==> config.mk <==
export PLATFORM = sky130hd
export DESIGN_NAME = demux8_deser_flat
export DESIGN_NICKNAME = d
export VERILOG_FILES = /design/src/rtl/demux8_deser_pkg.sv /design/src/rtl/demux8_deser_if.sv /design/src/rtl/demux8_deser_dec38.sv /design/src/rtl/demux8_deser.sv /design/src/flat_wrapper.sv
export SDC_FILE = /design/constraint.sdc
export NUM_CORES = 1
export LEC_CHECK = 0
export ABC_AREA = 1
export BUFFER_PORTS_ARGS = -buffer_cell sky130_fd_sc_hd__buf_2
export CORE_MARGIN = 4
export CORE_UTILIZATION = 40
export CTS_CLUSTER_SIZE = 16
export DETAILED_ROUTE_END_ITERATION = 10
export SLEW_MARGIN = 25
export SYNTH_ARGS = -nofsm -noshare
export SYNTH_HDL_FRONTEND = slang
export SYNTH_SLANG_ARGS = --single-unit
==> constraint.sdc <==
create_clock -name clk -period 3.27 [get_ports clk]
set_input_delay 0.654 -clock clk [delete_from_list [all_inputs] [get_ports clk]]
set_output_delay 0.654 -clock clk [all_outputs]
set_load 0.02 [all_outputs]
==> src/rtl/demux8_deser_pkg.sv <==
`default_nettype none
// ------------------------------------------------------------------
// mux8_pkg : shared types/constants for the 8:1 mux and its deserializer
// Rev 1.0
// ------------------------------------------------------------------
package mux8_pkg;

  localparam int WIDTH = 8;
  localparam int SEL_W = 3;

  typedef enum logic [0:0] {
    IDLE    = 1'b0,
    COLLECT = 1'b1
  } state_t;

endpackage
`default_nettype wire

==> src/rtl/demux8_deser_if.sv <==
`default_nettype none
// ------------------------------------------------------------------
// demux8_deser_if : serial input / word output bus of the deserializer
// Rev 1.0
// ------------------------------------------------------------------
interface demux8_deser_if #(
  parameter int WIDTH = 8,
  parameter int SEL_W = 3
) ();

  logic             din;
  logic             din_valid;
  logic             sof;
  logic [WIDTH-1:0] dout;
  logic             dout_valid;
  logic             dout_ready;
  logic [SEL_W-1:0] sel_idx;
  logic             busy;
  logic             overrun;
  logic             sync_err;

  modport slave (
    input  din, din_valid, sof, dout_ready,
    output dout, dout_valid, sel_idx, busy, overrun, sync_err
  );

  modport master (
    output din, din_valid, sof, dout_ready,
    input  dout, dout_valid, sel_idx, busy, overrun, sync_err
  );

endinterface
`default_nettype wire

==> src/rtl/demux8_deser_dec38.sv <==
`default_nettype none
// ------------------------------------------------------------------
// dec38 : SEL_W-to-WIDTH one-hot decoder with enable
// Rev 1.0
// ------------------------------------------------------------------
module dec38 #(
  parameter int WIDTH = mux8_pkg::WIDTH,
  parameter int SEL_W = mux8_pkg::SEL_W
) (
  input  wire logic             en,
  input  wire logic [SEL_W-1:0] sel,
  output logic      [WIDTH-1:0] onehot
);

  for (genvar i = 0; i < WIDTH; i++) begin : g_slot
    assign onehot[i] = en && (sel == SEL_W'(i));
  end

endmodule
`default_nettype wire

==> src/rtl/demux8_deser.sv <==
`default_nettype none
// ------------------------------------------------------------------
// demux8_deser : 1:8 serial-to-parallel demux with valid/ready output
// Rev 1.0
// ------------------------------------------------------------------
module demux8_deser #(
  parameter int WIDTH = mux8_pkg::WIDTH,
  parameter int SEL_W = mux8_pkg::SEL_W
) (
  input  wire logic       clk,
  input  wire logic       rst,
  demux8_deser_if.slave   bus
);

  import mux8_pkg::*;

  state_t           state_q, state_d;
  logic [SEL_W-1:0] sel_q, sel_d;
  logic [WIDTH-1:0] asm_q, asm_d;
  logic [WIDTH-1:0] dout_q, dout_d;
  logic             dout_valid_q, dout_valid_d;
  logic             overrun_q, overrun_d;
  logic             sync_err_q, sync_err_d;

  logic [SEL_W-1:0] wr_idx;
  logic [WIDTH-1:0] we;
  logic [WIDTH-1:0] asm_base;
  logic [WIDTH-1:0] asm_wr;
  logic             slot_free;

  // sof always restarts at slot 0, otherwise the running index is used
  assign wr_idx = bus.sof ? '0 : sel_q;

  dec38 #(
    .WIDTH (WIDTH),
    .SEL_W (SEL_W)
  ) u_dec (
    .en     (bus.din_valid),
    .sel    (wr_idx),
    .onehot (we)
  );

  assign asm_base  = bus.sof ? '0 : asm_q;
  assign asm_wr    = (asm_base & ~we) | (we & {WIDTH{bus.din}});
  assign slot_free = ~dout_valid_q | bus.dout_ready;

  always_comb begin
    state_d      = state_q;
    sel_d        = sel_q;
    asm_d        = asm_q;
    dout_d       = dout_q;
    dout_valid_d = dout_valid_q & ~bus.dout_ready;
    overrun_d    = 1'b0;
    sync_err_d   = 1'b0;

    if (bus.din_valid) begin
      if (bus.sof) begin
        sync_err_d = (state_q == COLLECT);
        asm_d      = asm_wr;
        sel_d      = SEL_W'(1);
        state_d    = COLLECT;
      end else if (state_q == IDLE) begin
        sync_err_d = 1'b1;
      end else begin
        asm_d = asm_wr;
        if (sel_q == SEL_W'(WIDTH - 1)) begin
          sel_d   = '0;
          state_d = IDLE;
          if (slot_free) begin
            dout_d       = asm_wr;
            dout_valid_d = 1'b1;
          end else begin
            overrun_d = 1'b1;
          end
        end else begin
          sel_d = sel_q + 1'b1;
        end
      end
    end
  end

  always_ff @(posedge clk or posedge rst) begin
    if (rst) begin
      state_q      <= IDLE;
      sel_q        <= '0;
      asm_q        <= '0;
      dout_q       <= '0;
      dout_valid_q <= 1'b0;
      overrun_q    <= 1'b0;
      sync_err_q   <= 1'b0;
    end else begin
      state_q      <= state_d;
      sel_q        <= sel_d;
      asm_q        <= asm_d;
      dout_q       <= dout_d;
      dout_valid_q <= dout_valid_d;
      overrun_q    <= overrun_d;
      sync_err_q   <= sync_err_d;
    end
  end

  assign bus.dout       = dout_q;
  assign bus.dout_valid = dout_valid_q;
  assign bus.sel_idx    = sel_q;
  assign bus.busy       = (state_q == COLLECT);
  assign bus.overrun    = overrun_q;
  assign bus.sync_err   = sync_err_q;

endmodule
`default_nettype wire

==> src/flat_wrapper.sv <==
// flat-port wrapper written by rule: the top's interface ports become plain ports
module demux8_deser_flat import mux8_pkg::*;
#(
  parameter int WIDTH = mux8_pkg::WIDTH,
  parameter int SEL_W = mux8_pkg::SEL_W
)
  (clk, rst, bus_din, bus_din_valid, bus_sof, bus_dout_ready, bus_dout, bus_dout_valid, bus_sel_idx, bus_busy, bus_overrun, bus_sync_err);
  demux8_deser_if #(.WIDTH(WIDTH), .SEL_W(SEL_W)) bus_i ();
  input  wire logic clk;
  input  wire logic rst;
  input wire logic [$bits(bus_i.din)-1:0] bus_din;
  input wire logic [$bits(bus_i.din_valid)-1:0] bus_din_valid;
  input wire logic [$bits(bus_i.sof)-1:0] bus_sof;
  input wire logic [$bits(bus_i.dout_ready)-1:0] bus_dout_ready;
  output wire logic [$bits(bus_i.dout)-1:0] bus_dout;
  output wire logic [$bits(bus_i.dout_valid)-1:0] bus_dout_valid;
  output wire logic [$bits(bus_i.sel_idx)-1:0] bus_sel_idx;
  output wire logic [$bits(bus_i.busy)-1:0] bus_busy;
  output wire logic [$bits(bus_i.overrun)-1:0] bus_overrun;
  output wire logic [$bits(bus_i.sync_err)-1:0] bus_sync_err;
  assign bus_i.din = bus_din;
  assign bus_i.din_valid = bus_din_valid;
  assign bus_i.sof = bus_sof;
  assign bus_i.dout_ready = bus_dout_ready;
  assign bus_dout = bus_i.dout;
  assign bus_dout_valid = bus_i.dout_valid;
  assign bus_sel_idx = bus_i.sel_idx;
  assign bus_busy = bus_i.busy;
  assign bus_overrun = bus_i.overrun;
  assign bus_sync_err = bus_i.sync_err;
  demux8_deser #(.WIDTH(WIDTH), .SEL_W(SEL_W)) u_core (.clk(clk), .rst(rst), .bus(bus_i));
endmodule
==> metrics.md <==
| Metric | Value |
|---|---|
| H-tree depth | `1` |
| Synthesized area | `1162 um2` |
| Final Max Tran Viols | `0` |
| Post-synth top area cell | `dfrtp_1` |
| Syn Area/Cell | `roughly 8 um2` |
| DRC Markers | `0` |
| Layout cells sized above 1 | `18.71%` |
| Clk slew on worst S/H paths | `0.12 ns` |
| Total Wirelength | `2515 um` |
| Critical Path Source | `u_core.bus.sel_idx[0]` |
| FF-to-FF End | `u_core.bus.dout[6]` |
| Row count | `19` |
| Fill cells | `287` |
| Worst path arrival time | `1.05 ns` |
| # IOs | `21` |
| DP Cell Count | `around 200` |
| Core area | `2758 um2` |
| Ordered list of cells on the worst path | `buf_2` |
| Grt ovf | `0` |
| Hold Crit Class | `reg -> reg` |
| Synth Area in Adders | `between 4 and 5%` |
| Outcome | `finished, final reports clean` |
| HPWL after detailed placement | `1898 um` |
| Worst setup SP type | `flop` |
| Vias | `slightly above 1,000` |
| Post-CTS Hold Fix Bufs | `0` |
| 1st-iter DRT viols | `25` |
| Port buffer count | `20` |
| Peak supply drop | `around 360 uV` |
| Synth Area in Compound Gates | `2.583%` |
| Synth top area share | `49.52%` |
| Setup violators final | `0` |
| Instance count on the critical path | `1` |
| N_diodes | `0` |
| RSZ-0062 raised after global routing | `false` |
| Pwr dens | `475.3 nW/um2` |
| First-pass GRT wire length | `4312 um` |
| Die Span Y | `61.91 um` |
| Dpl ws | `around 1.4 ns` |
| R2R Setup Slk | `1.58 ns` |
| CTS max path bufs | `2` |
| Post-CTS Setup Inserts | `0` |
| Post-Route Setup TNS | `0 ns` |
| CP Data Required Time | `2.62 ns` |
| FMAX | `588.0 MHz` |
| Initial antenna violation count | `0` |
| Tmin final | `1.701 ns` |
| Leak | `between 0.7 and 0.8 nW` |
| Worst R2R Path Depth | `7` |
| Post-route ant nets | `0` |
| Total GRT Usage | `15.51%` |
| Layout Area Growth over Synthesis | `13.13%` |
| CP max stage cell | `dfrtp_1` |
| Slew headroom | `42.30%` |
| Hold path depth | `2` |
| Die span in x | `61.91 um` |
| RD Place Congestion | `0.7735` |
| Largest cells by area after synthesis | `dfrtp_1, nand2_1, nand3_1` |
| Period utilization | `52.01%` |
| Delay of the slowest critical-path stage | `0.51 ns` |
| Worst path buffer plus inverter count | `1` |
| Total of max-cap violations | `0` |
| Layout Cells excl Fill | `202` |
| CTS tree | `yes` |
| Worst setup path class | `reg -> out` |
| Overall power | `625.1 uW` |
| CTS root buf | `clkbuf_4` |
| Slew @ Worst Pin | `0.8646 ns` |
| Largest net degree at the start of global routing | `24` |
| Post-Synth Simple-Gate Area | `38.64%` |
| Via density | `5.074` |
| TritonCTS buffer count | `3` |
| Initial Util | `42.15%` |
| Final setup margin | `1.569 ns` |
| # nets final | `182` |
| Mapped Cells | `149` |
| Worst Skew | `approximately 0.0031 ns` |
| Fraction of synthesized cell area in xor and xnor cells | `0%` |
| Crit end category | `output port` |
| Mux share of post-synthesis cell area | `0%` |
| Clk sinks | `23` |
| Distinct cells, synth | `17` |
| Delay-heaviest family, CP | `flip-flops` |
| Largest family of logic cells by synthesized area | `simple AND/OR/NAND/NOR gates` |
| Synthesized Nets | `roughly 160` |
| Clock Latency Late Sink | `0.31 ns` |
| Final Hold Fails | `0` |
| Post-CTS Resized | `0` |
| Worst hold slack | `0.4870 ns` |
| CP Capture Point | `bus_sel_idx[0]` |
| 1st-pass router iterations | `6` |
| YS warnings | `0` |
| Die area | `3832 um2` |
| Sequential fraction of the synthesis area | `49.52%` |
| Crit path max fanout | `8` |
| WL/cell | `12.45 um` |
| Worst r2r src | `u_core.bus.sel_idx[0]` |
| Number of global-route vias before repair | `982` |
| FF+latch count, synth | `23` |
-- per-stage QoR --
stage	instance area [um2]	utilization, %
global route	1315	47.69
floorplan	1162	-
global placement	1289	46.73
detailed placement	1289	46.73
finish	1315	47.69
CTS	1315	47.69
-- synthesized netlist by cell type --
cell type  number
buf_2           1
buf_4           1
dfrtp_1        23
ha_1            4
inv_1           7
inv_2           5
nand2_1        65
nand2_2         1
nand3_1        27
nand4_1         1
nand4_2         1
nor2_1          6
nor2_4          2
o211ai_1        1
o21a_1          1
o21ai_0         2
o21ai_1         1
-- cells in the final DEF, fill, tap and decap left out --
| master | Yosys | final |
|---|---|---|
| clkbuf_1 | 0 | 1 |
| nand4_1 | 1 | 1 |
| o21ai_0 | 2 | 2 |
| buf_2 | 1 | 20 |
| nor2_1 | 6 | 6 |
| nand2_2 | 1 | 1 |
| ha_1 | 4 | 4 |
| clkbuf_4 | 0 | 3 |
| o211ai_1 | 1 | 1 |
| o21ai_1 | 1 | 1 |
| nand2_1 | 65 | 65 |
| inv_1 | 7 | 7 |
| o21a_1 | 1 | 1 |
| dfrtp_1 | 23 | 23 |
| nand3_1 | 27 | 27 |
| nor2_4 | 2 | 2 |
| nand4_2 | 1 | 1 |
| inv_2 | 5 | 5 |
-- kinds of logic (layout without fill, tap and decap cells) --
group / after synthesis / after routing
AOI/OAI and AO/OA: 5 / 5
adders and majority gates: 4 / 4
buffers and inverters: 14 / 36
DFF: 23 / 23
and+or+nand+nor: 103 / 103
-- worst min-delay path by stage --
stage,startpoint,endpoint
after detailed placement,u_core.bus.dout[3],u_core.bus.dout[3]
after global routing,u_core.bus.dout[3],u_core.bus.dout[3]
after floorplan,u_core.asm_q[0],u_core.asm_q[0]
final,u_core.bus.dout[3],u_core.bus.dout[3]
after global placement,u_core.bus.dout[4],u_core.bus.dout[4]
after CTS,u_core.bus.dout[3],u_core.bus.dout[3]
-- final cells by class --
| type | instances | area (um2) | area share [%] |
|---|---|---|---|
| Multi-Input combinational cell | 112 | 529.3 | 40.25 |
| Sequential cell | 23 | 575.6 | 43.77 |
| Inverter | 12 | 45.04 | 3.425 |
| Tap cell | 31 | 38.79 | 2.950 |
| Timing Repair Buffer | 20 | 100.1 | 7.612 |
| Clock buffer | 4 | 26.28 | 1.998 |
-- flip-flops by register name, summed over array words and instances (netlist names) --
signal,flops
u_core.asm_q,8
u_core.bus.dout,8
u_core.bus.sel_idx,3
u_core.bus.busy,1
u_core.bus.dout_valid,1
u_core.bus.overrun,1
u_core.bus.sync_err,1
-- metal layers --
metal  vias up  part of all wire (%)  GRT usage [%]
li1        520                     -              -
met1       481                    49          20.36
met2        19                    46          24.81
met3         5                   3.7          2.686
met4         0                   2.0          7.273
met5         -                     0              0
-- power by group --
| part | leakage (nW) | switching, mW | total [mW] | internal [mW] |
|---|---|---|---|---|
| logic | 0.453 | 0.101 | 0.149 | 0.0483 |
| clock network | 0.0150 | 0.0844 | 0.132 | 0.0477 |
| registers | 0.307 | 0.0287 | 0.344 | 0.315 |
| total | 0.775 | 0.214 | 0.625 | 0.411 |
(Power assumes the default switching activity.)
